[config.mk]
export PLATFORM = sky130hd
export DESIGN_NAME = f32_argmax_seq
export DESIGN_NICKNAME = d
export VERILOG_FILES = /design/src/rtl/f32_argmax_seq.sv
export SDC_FILE = /design/constraint.sdc
export NUM_CORES = 1
export LEC_CHECK = 0
export CAP_MARGIN = 15
export CORE_ASPECT_RATIO = 1.2
export CORE_MARGIN = 5
export CORE_UTILIZATION = 45
export CTS_CLUSTER_DIAMETER = 80
export DETAILED_ROUTE_END_ITERATION = 12
export GPL_TIMING_DRIVEN = 0
export PLACE_DENSITY_LB_ADDON = 0.3
export SLEW_MARGIN = 0
export SYNTH_ARGS = -nofsm -noshare
export SYNTH_HDL_FRONTEND = slang
export SYNTH_SLANG_ARGS = --single-unit
[constraint.sdc]
create_clock -name clk -period 5.7 [get_ports clk]
set_input_delay 0.57 -clock clk [delete_from_list [all_inputs] [get_ports clk]]
set_output_delay 0.57 -clock clk [all_outputs]
set_load 0.02 [all_outputs]
[src/rtl/f32_argmax_seq.sv]
// Streams a vector of binary32 values through one shared greater-than compare
// and reports the maximum element, its index, and whether every element was NaN.
module f32_argmax_seq #(
    parameter int MAX_LEN = 256,
    parameter int LEN_W   = $clog2(MAX_LEN + 1),
    parameter int IDX_W   = (MAX_LEN > 1) ? $clog2(MAX_LEN) : 1
) (
    input  logic             clk,
    input  logic             rst_n,
    input  logic             start,
    input  logic [LEN_W-1:0] len,
    output logic             busy,
    input  logic             in_valid,
    output logic             in_ready,
    input  logic [31:0]      in_data,
    output logic             out_valid,
    input  logic             out_ready,
    output logic [31:0]      out_max,
    output logic [IDX_W-1:0] out_idx,
    output logic             out_nan
);

    localparam logic [31:0] QNAN = 32'h7FC0_0000;

    typedef enum logic [1:0] {
        S_IDLE = 2'd0,
        S_RUN  = 2'd1,
        S_DONE = 2'd2
    } state_t;

    function automatic logic f32_is_nan(input logic [31:0] v);
        return (v[30:23] == 8'hFF) && (v[22:0] != 23'd0);
    endfunction

    // Subnormals flush to +0 so that signed zeros and tiny values compare equal.
    function automatic logic f32_gt(input logic [31:0] a, input logic [31:0] b);
        logic        sa, sb;
        logic [30:0] ma, mb;
        logic        res;
        sa  = (a[30:23] == 8'd0) ? 1'b0  : a[31];
        sb  = (b[30:23] == 8'd0) ? 1'b0  : b[31];
        ma  = (a[30:23] == 8'd0) ? 31'd0 : a[30:0];
        mb  = (b[30:23] == 8'd0) ? 31'd0 : b[30:0];
        res = 1'b0;
        if (f32_is_nan(a) || f32_is_nan(b)) begin
            res = 1'b0;
        end else begin
            case ({sa, sb})
                2'b00:   res = (ma > mb);
                2'b01:   res = 1'b1;
                2'b10:   res = 1'b0;
                2'b11:   res = (ma < mb);
                default: res = 1'b0;
            endcase
        end
        return res;
    endfunction

    state_t           r_state;
    logic [LEN_W-1:0] r_len;
    logic [LEN_W-1:0] r_count;
    logic [31:0]      r_best;
    logic [IDX_W-1:0] r_best_idx;
    logic             r_best_vld;

    logic             w_hs;
    logic             w_take;
    logic             w_last;
    logic [31:0]      w_nb;
    logic [IDX_W-1:0] w_nb_idx;
    logic             w_nb_vld;
    logic [LEN_W-1:0] w_len_sat;

    // Running-best update for the element currently offered.
    always_comb begin
        w_hs      = in_valid & in_ready;
        w_take    = ~f32_is_nan(in_data) & (~r_best_vld | f32_gt(in_data, r_best));
        w_last    = (r_count == (r_len - {{(LEN_W-1){1'b0}}, 1'b1}));
        w_len_sat = (len > LEN_W'(MAX_LEN)) ? LEN_W'(MAX_LEN) : len;
        if (w_hs && w_take) begin
            w_nb     = in_data;
            w_nb_idx = r_count[IDX_W-1:0];
            w_nb_vld = 1'b1;
        end else begin
            w_nb     = r_best;
            w_nb_idx = r_best_idx;
            w_nb_vld = r_best_vld;
        end
    end

    // Job sequencer with registered handshake and result outputs.
    always_ff @(posedge clk or negedge rst_n) begin
        if (!rst_n) begin
            r_state    <= S_IDLE;
            r_len      <= {LEN_W{1'b0}};
            r_count    <= {LEN_W{1'b0}};
            r_best     <= 32'd0;
            r_best_idx <= {IDX_W{1'b0}};
            r_best_vld <= 1'b0;
            busy       <= 1'b0;
            in_ready   <= 1'b0;
            out_valid  <= 1'b0;
            out_max    <= 32'd0;
            out_idx    <= {IDX_W{1'b0}};
            out_nan    <= 1'b0;
        end else begin
            case (r_state)
                S_IDLE: begin
                    if (start) begin
                        r_len      <= w_len_sat;
                        r_count    <= {LEN_W{1'b0}};
                        r_best_vld <= 1'b0;
                        busy       <= 1'b1;
                        if (w_len_sat == {LEN_W{1'b0}}) begin
                            r_state   <= S_DONE;
                            out_valid <= 1'b1;
                            out_nan   <= 1'b1;
                            out_max   <= QNAN;
                            out_idx   <= {IDX_W{1'b0}};
                        end else begin
                            r_state  <= S_RUN;
                            in_ready <= 1'b1;
                        end
                    end else begin
                        r_state <= S_IDLE;
                    end
                end
                S_RUN: begin
                    if (w_hs) begin
                        r_best     <= w_nb;
                        r_best_idx <= w_nb_idx;
                        r_best_vld <= w_nb_vld;
                        r_count    <= r_count + {{(LEN_W-1){1'b0}}, 1'b1};
                        if (w_last) begin
                            r_state   <= S_DONE;
                            in_ready  <= 1'b0;
                            out_valid <= 1'b1;
                            out_nan   <= ~w_nb_vld;
                            out_max   <= w_nb_vld ? w_nb : QNAN;
                            out_idx   <= w_nb_vld ? w_nb_idx : {IDX_W{1'b0}};
                        end else begin
                            r_state <= S_RUN;
                        end
                    end else begin
                        r_state <= S_RUN;
                    end
                end
                S_DONE: begin
                    if (out_ready) begin
                        r_state   <= S_IDLE;
                        out_valid <= 1'b0;
                        busy      <= 1'b0;
                    end else begin
                        r_state <= S_DONE;
                    end
                end
                default: begin
                    r_state   <= S_IDLE;
                    busy      <= 1'b0;
                    in_ready  <= 1'b0;
                    out_valid <= 1'b0;
                end
            endcase
        end
    end

endmodule
==> impl_metrics.py, run 1 <==
metrics = {
    "status": {
        "status": "finished, final reports clean",
    },
    "floorplanning": {
        "dieWidth_um": 119.9,
        "chipHeight_um": 141.9,
        "ios": 90,
        "core_area_um2": 14290,
        "std_cell_rows": 48,
        "start_util_pct": 45.63,
        "dieArea_um2": 17010,
    },
    "cts": {
        "cts_tree": "built",
        "htreeDepth": 3,
        "ctsHoldBuffers": 0,
        "clkTransAtPathRegs_ns": 0.08,
        "cts_buffer_depth": 2,
        "clock-root-buffer": "clkbuf_16",
        "cts_buffers": 9,
        "post-cts-setup-buffer-count": 0,
        "clock_latency_ns": 0.35,
        "cts_resized": 0,
        "cts.sink_count": 105,
    },
    "yosys": {
        "synth-edff-count": 0,
        "synth_fp_nets": 790,
        "avgSynthCellArea_um2": 9.174,
        "yosysSeqAreaShare_pct": 40.28,
        "synth-seq-cells": 105,
        "netlist.top_cell.by_area": "dfrtp_1",
        "synth_top_area_share_pct": 40.28,
        "syn_inst": 711,
        "ys_warn_count": 0,
        "synth_cell_types": 45,
        "synth_top_flop_cell": "dfrtp_1",
        "synth.cell_area_um2": 6523,
        "synth.area.top_cells": "dfrtp_1, mux2_2, ha_1, nand2_1, nand4b_1",
        "async_reset_ff_share_pct": 100.0,
    },
    "finish": {
        "final_common_cell": "dfrtp_1",
        "fin_util_pct": 55.59,
        "drive_gt1_share_pct": 9.547,
        "diodes": 0,
        "synthToLayoutAreaGrowth_pct": 21.83,
        "fin_cells": 992,
        "num-fill-cells": 1333,
        "final_net_count": 891,
        "seq_area_um2": 2628,
        "multiInputGateArea_um2": 3441,
        "mostFrequentLayoutCells": "dfrtp_1, nand2_1, clkdlybuf4s50_1",
    },
    "worst_hold_path": {
        "hold_path_class": "in -> async",
    },
    "setup_path": {
        "worstSetupEndpointType": "flop",
        "rr_worst_depth": 13,
        "rrSetupSlack_ns": 1.81,
        "worstReg2RegEnd": "r_best[6]",
        "crit_type": "in -> reg",
        "start_kind": "input port",
        "cp-startpoint": "in_data[27]",
        "path_max_fanout": 10,
        "r2r-start": "r_best[23]",
        "worstPathArrival_ns": 4.64,
        "required_ns": 5.94,
    },
    "power": {
        "p_leak_uw": 0.003404,
        "power_density_nw_per_um2": 438.9,
        "irDropWorstVdd_mv": 0.2055,
    },
    "sta": {
        "worstMarginPinSlew_ns": 0.7182,
        "relSlewSlack_pct": 52.02,
        "finalSetupTns_ns": 0,
        "hold_viol": 0,
        "drv_slew": 0,
        "rsz0062_at_grt": "no",
        "fmax_mhz": 227.6,
        "fin_skew_ns": 0.007380,
        "setup_viol": 0,
        "holdWs_ns": 0.2165,
        "min_period_over_period_pct": 77.08,
        "period_minus_slack_ns": 4.393,
    },
    "place": {
        "gp_congestion": 0.9240,
        "dpl.cell_count": 976,
        "dp_hpwl_um": 14200,
        "portBuffers": 89,
    },
    "global_route": {
        "gr-total-overflow": 0,
        "antenna_found_initial": 0,
        "grt_pass1_vias": 6151,
        "grt_max_degree": 65,
        "grt_pass1_wl_um": 30860,
        "grt_util_all_layers_pct": 22.46,
    },
    "route": {
        "drt_iter0_markers": 504,
        "finalWirelength_um": 18790,
        "vias_per_cell": 6.055,
        "detail-route-antenna-nets": 0,
        "wire_per_inst_um": 18.94,
        "drcViolationCount": 0,
        "drt-pass1-iter-count": 5,
        "via_count": 6007,
    },
    "job": {
        "max_cap_viol_count": 0,
    },
}
## how the worst max path moves through the flow
stage                        to  cells past startpoint
finish                r_best[6]                     14
global route        out_max[13]                     15
CTS                   r_best[6]                     14
detailed placement    r_best[6]                     14
global placement    out_max[20]                      1
floorplan             r_best[0]                     13
## cell usage after synthesis, types with 2 or more instances
cell type / number
dfrtp_1: 105
nand2_1: 89
inv_1: 50
clkbuf_1: 43
mux2_2: 41
ha_1: 33
nand4b_1: 32
o2111ai_1: 32
o211ai_1: 32
nor2_1: 31
o21ai_0: 26
and2_1: 24
nand3_1: 21
a21oi_1: 18
nor4_1: 18
nand4_1: 16
xnor2_1: 13
buf_2: 12
nor3_1: 12
nand3b_1: 10
a31oi_1: 9
a21o_1: 5
xor2_1: 5
and3_1: 4
nand2b_1: 4
buf_4: 3
a211oi_1: 2
a22oi_1: 2
buf_6: 2
o21a_1: 2
## registers in the layout, indices dropped and copies added, names as in the netlist
register and cells:
out_max 32, r_best_idx 8, r_state 2, out_valid 1, busy 1, r_len 9
out_nan 1, out_idx 8, in_ready 1, r_best 32, r_count 9, r_best_vld 1
## area by class of cell
cell class,count,area share [%]
plain buffers,60,3.354
clock buffers,10,3.007
clock inverters,6,0.6298
inverters,50,2.362
multi-input cells,496,43.30
flip-flops and latches,105,33.07
well taps,175,2.755
repair buffers,90,11.53
## per-layer routing
| metal | up-vias | global-route usage, % | wire [µm] |
|---|---|---|---|
| met3 | 52 | 3.309 | 864 |
| met5 | - | 0 | 0 |
| met2 | 217 | 38.93 | 9496 |
| met4 | 0 | 11.76 | 676 |
| met1 | 2946 | 26.97 | 7747 |
| li1 | 2792 | - | - |
## through the flow
| stage | worst slack (ns) | cell area, µm² | total power (µW) |
|---|---|---|---|
| detailed placement | 1.001 | 7657 | 2850 |
| floorplan | 2.467 | 6523 | 2275 |
| finish | 1.307 | 7946 | 3487 |
| CTS | 1.360 | 7946 | 3479 |
| global route | 0.9841 | 7946 | 3718 |
| global placement | 0.08844 | 7632 | 2765 |
## critical path: stages
cell	delay (ns)
clkdlybuf4s50_1	0.50
nor4_1	0.34
nand2_1	0.25
clkbuf_1	0.29
and2_1	0.23
ha_1	0.32
nand4_1	0.13
nor4_1	0.47
and3_1	0.26
a21o_1	0.11
nand3_1	0.20
nand3_1	0.24
buf_2	0.32
mux2_2	0.38
## where the power goes
part           leakage [µW]  total (µW)  switching (µW)  internal (µW)
combinational       0.00204        1670            1000            667
clock              0.000141         619             304            315
sequential          0.00122        1200             229            969
total               0.00340        3490            1540           1950
## kinds of logic after synthesis
logic type	Yosys count	synth area share (%)
xor+xnor	18	2.417
compound gates	138	15.00
mux	42	7.232
flops	105	40.28
simple gates	265	21.77
buf+inv	110	6.963
fa+ha+maj	33	6.330
(Power assumes the default switching activity.)
==> inputs of run 2 (changes only) <==
==> constraint.sdc (replaced) <==
create_clock -name clk -period 4.6 [get_ports clk]
set_input_delay 0.46 -clock clk [delete_from_list [all_inputs] [get_ports clk]]
set_output_delay 0.46 -clock clk [all_outputs]
set_load 0.02 [all_outputs]
==> run 2 against run 1 <==
Sequential cell count stayed put. Via count hardly changed. Combinational power is 24% higher. Sequential share of layout area hardly changed. Critical path type unchanged. Critical endpoint unchanged. Sequential power is 23% higher. Highest routed layer unchanged. Hold slack worse by 0.11 ns.
==> impl_metrics.py, run 2 (synthesized netlist as in run 1, its figures left out) <==
metrics = {
    "finish": {
        "top_regs": "out_max (32), r_best (32)",
        "final_net_count": 891,
        "fin_cells": 992,
        "synthToLayoutAreaGrowth_pct": 21.85,
        "final_area_um2": 7948,
        "fin_util_pct": 55.60,
        "drive_gt1_share_pct": 9.670,
        "mostFrequentLayoutCells": "dfrtp_1, nand2_1, clkdlybuf4s50_1",
        "final_common_cell": "dfrtp_1",
        "diodes": 0,
    },
    "route": {
        "drcViolationCount": 0,
        "wl_met1_um": 7616,
        "vias_per_cell": 6.051,
        "wire_per_inst_um": 18.93,
        "drt_iter0_markers": 472,
        "finalWirelength_um": 18780,
        "wl_met3_um": 945,
        "top_layer": "met4",
        "detail-route-antenna-nets": 0,
        "via_count": 6003,
        "met2_length_um": 9543,
        "drt-pass1-iter-count": 5,
    },
    "sta": {
        "rsz0062_at_grt": "no",
        "worstMarginPinSlew_ns": 0.7181,
        "fmax_mhz": 234.4,
        "drv_slew": 0,
        "min_period_over_period_pct": 92.76,
        "fin_skew_ns": 0.007588,
        "setup_viol": 0,
        "hold_viol": 0,
        "setup_slack_ns": 0.3331,
        "period_minus_slack_ns": 4.267,
        "relSlewSlack_pct": 52.02,
    },
    "place": {
        "placed_area_um2": 7657,
        "pre_cts_ws_ns": 0.01121,
        "gp_congestion": 0.9240,
        "portBuffers": 89,
        "dpl.cell_count": 976,
        "dp_hpwl_um": 14200,
    },
    "floorplanning": {
        "dieArea_um2": 17010,
        "core_area_um2": 14290,
        "dieWidth_um": 119.9,
        "start_util_pct": 45.63,
        "ios": 90,
        "chipHeight_um": 141.9,
        "std_cell_rows": 48,
    },
    "status": {
        "status": "finished, final reports clean",
    },
    "global_route": {
        "antenna_found_initial": 0,
        "grt_pass1_wl_um": 30860,
        "grt_util_all_layers_pct": 22.46,
        "gr-total-overflow": 0,
        "grt_pass1_vias": 6151,
        "grt_max_degree": 65,
    },
    "cts": {
        "cts_buffer_depth": 2,
        "cts_tree": "built",
        "clkTransAtPathRegs_ns": 0.08,
        "cts.sink_count": 105,
        "clock_latency_ns": 0.35,
        "htreeDepth": 3,
        "post-cts-setup-buffer-count": 0,
        "cts_buffers": 9,
        "clock-root-buffer": "clkbuf_16",
    },
    "setup_path": {
        "path_max_fanout": 10,
        "critPathMaxStageDelay_ns": 0.50,
        "rr_worst_depth": 13,
        "cp_slowest_cell": "clkdlybuf4s50_1",
        "crit_type": "in -> reg",
        "worstPathArrival_ns": 4.51,
        "worstSetupEndpointType": "flop",
        "worstReg2RegEnd": "r_best[6]",
        "path_buf_inv": 3,
        "rrSetupSlack_ns": 0.73,
        "start_kind": "input port",
        "crit_chain": "clkdlybuf4s50_1 > nor4_1 > nand2_1 > clkbuf_1 > and2_1 > ha_1 > nand4_1 > nor4_1 > and3_1 > a21o_1 > nand3_1 > nand3_1 > buf_2 > mux2_2",
        "crit_family": "simple AND/OR/NAND/NOR gates",
        "required_ns": 4.84,
        "r2r-start": "r_best[23]",
    },
    "power": {
        "p_seq_share_pct": 34.4,
        "p_leak_uw": 0.003407,
        "pwr-share-comb_pct": 47.9,
        "power_density_nw_per_um2": 543.4,
        "p_sw_uw": 1899,
        "intPower_uw": 2420,
        "power.clock.fraction_pct": 17.7,
        "irDropWorstVdd_mv": 0.2546,
        "switching_share_pct": 43.97,
    },
    "job": {
        "max_cap_viol_count": 0,
    },
    "worst_hold_path": {
        "hold_path_class": "in -> async",
    },
}
-- run 2: cell count changes in the layout (fill, tap and decap cells not counted) --
cell      before  now
clkbuf_2       0    1
clkbuf_1      43   42
-- run 2: layer usage --
layer | global-route usage [%] | vias up
li1 | - | 2792
met1 | 26.97 | 2940
met4 | 11.76 | 0
met3 | 3.309 | 52
met5 | 0 | -
met2 | 38.93 | 219
-- run 2: timing repair --
item | 4_1_cts | 5_1_grt
endpoints found under the setup margin | 0 | 1
hold buffers | 0 | 0
resized for setup | 0 | 2
-- run 2: how the worst max path moves through the flow --
| stage | start | endpoint | cells past startpoint |
|---|---|---|---|
| 3_3_place_gp | rst_n | out_max[20] | 1 |
| 5_1_grt | in_data[27] | r_best[6] | 14 |
| 4_1_cts | in_data[23] | r_best[6] | 14 |
| 3_5_place_dp | in_data[23] | r_best[6] | 14 |
| 6_report | in_data[23] | r_best[6] | 14 |
| 2_1_floorplan | in_data[23] | r_best[0] | 13 |
-- run 2: area by class of cell --
class / count / area (µm²)
Buffer: 60 / 267.8
Clock buffer: 10 / 239.0
Clock inverter: 6 / 50.05
Fill cell: 1332 / 6346
Inverter: 50 / 187.7
Multi-Input combinational cell: 496 / 3441
Sequential cell: 105 / 2628
Tap cell: 175 / 219.0
Timing Repair Buffer: 90 / 915.9
-- run 2: power by group through the flow --
stage	Clock (µW)	Combinational, µW	Sequential [µW]
final	765	2070	1480
after global routing	812	2270	1530
after CTS	777	2050	1480
after detailed placement	0	2040	1490
after global placement	0	1940	1480
after floorplan	0	1320	1500
-- run 2: stage by stage --
stage               TNS [ns]  hold slack, ns  power (µW)
global placement      -93.82          0.4861        3426
global route               0          0.1433        4608
floorplan                  0          0.1644        2819
finish                     0          0.1074        4319
detailed placement         0          0.4943        3531
CTS                        0          0.1226        4311
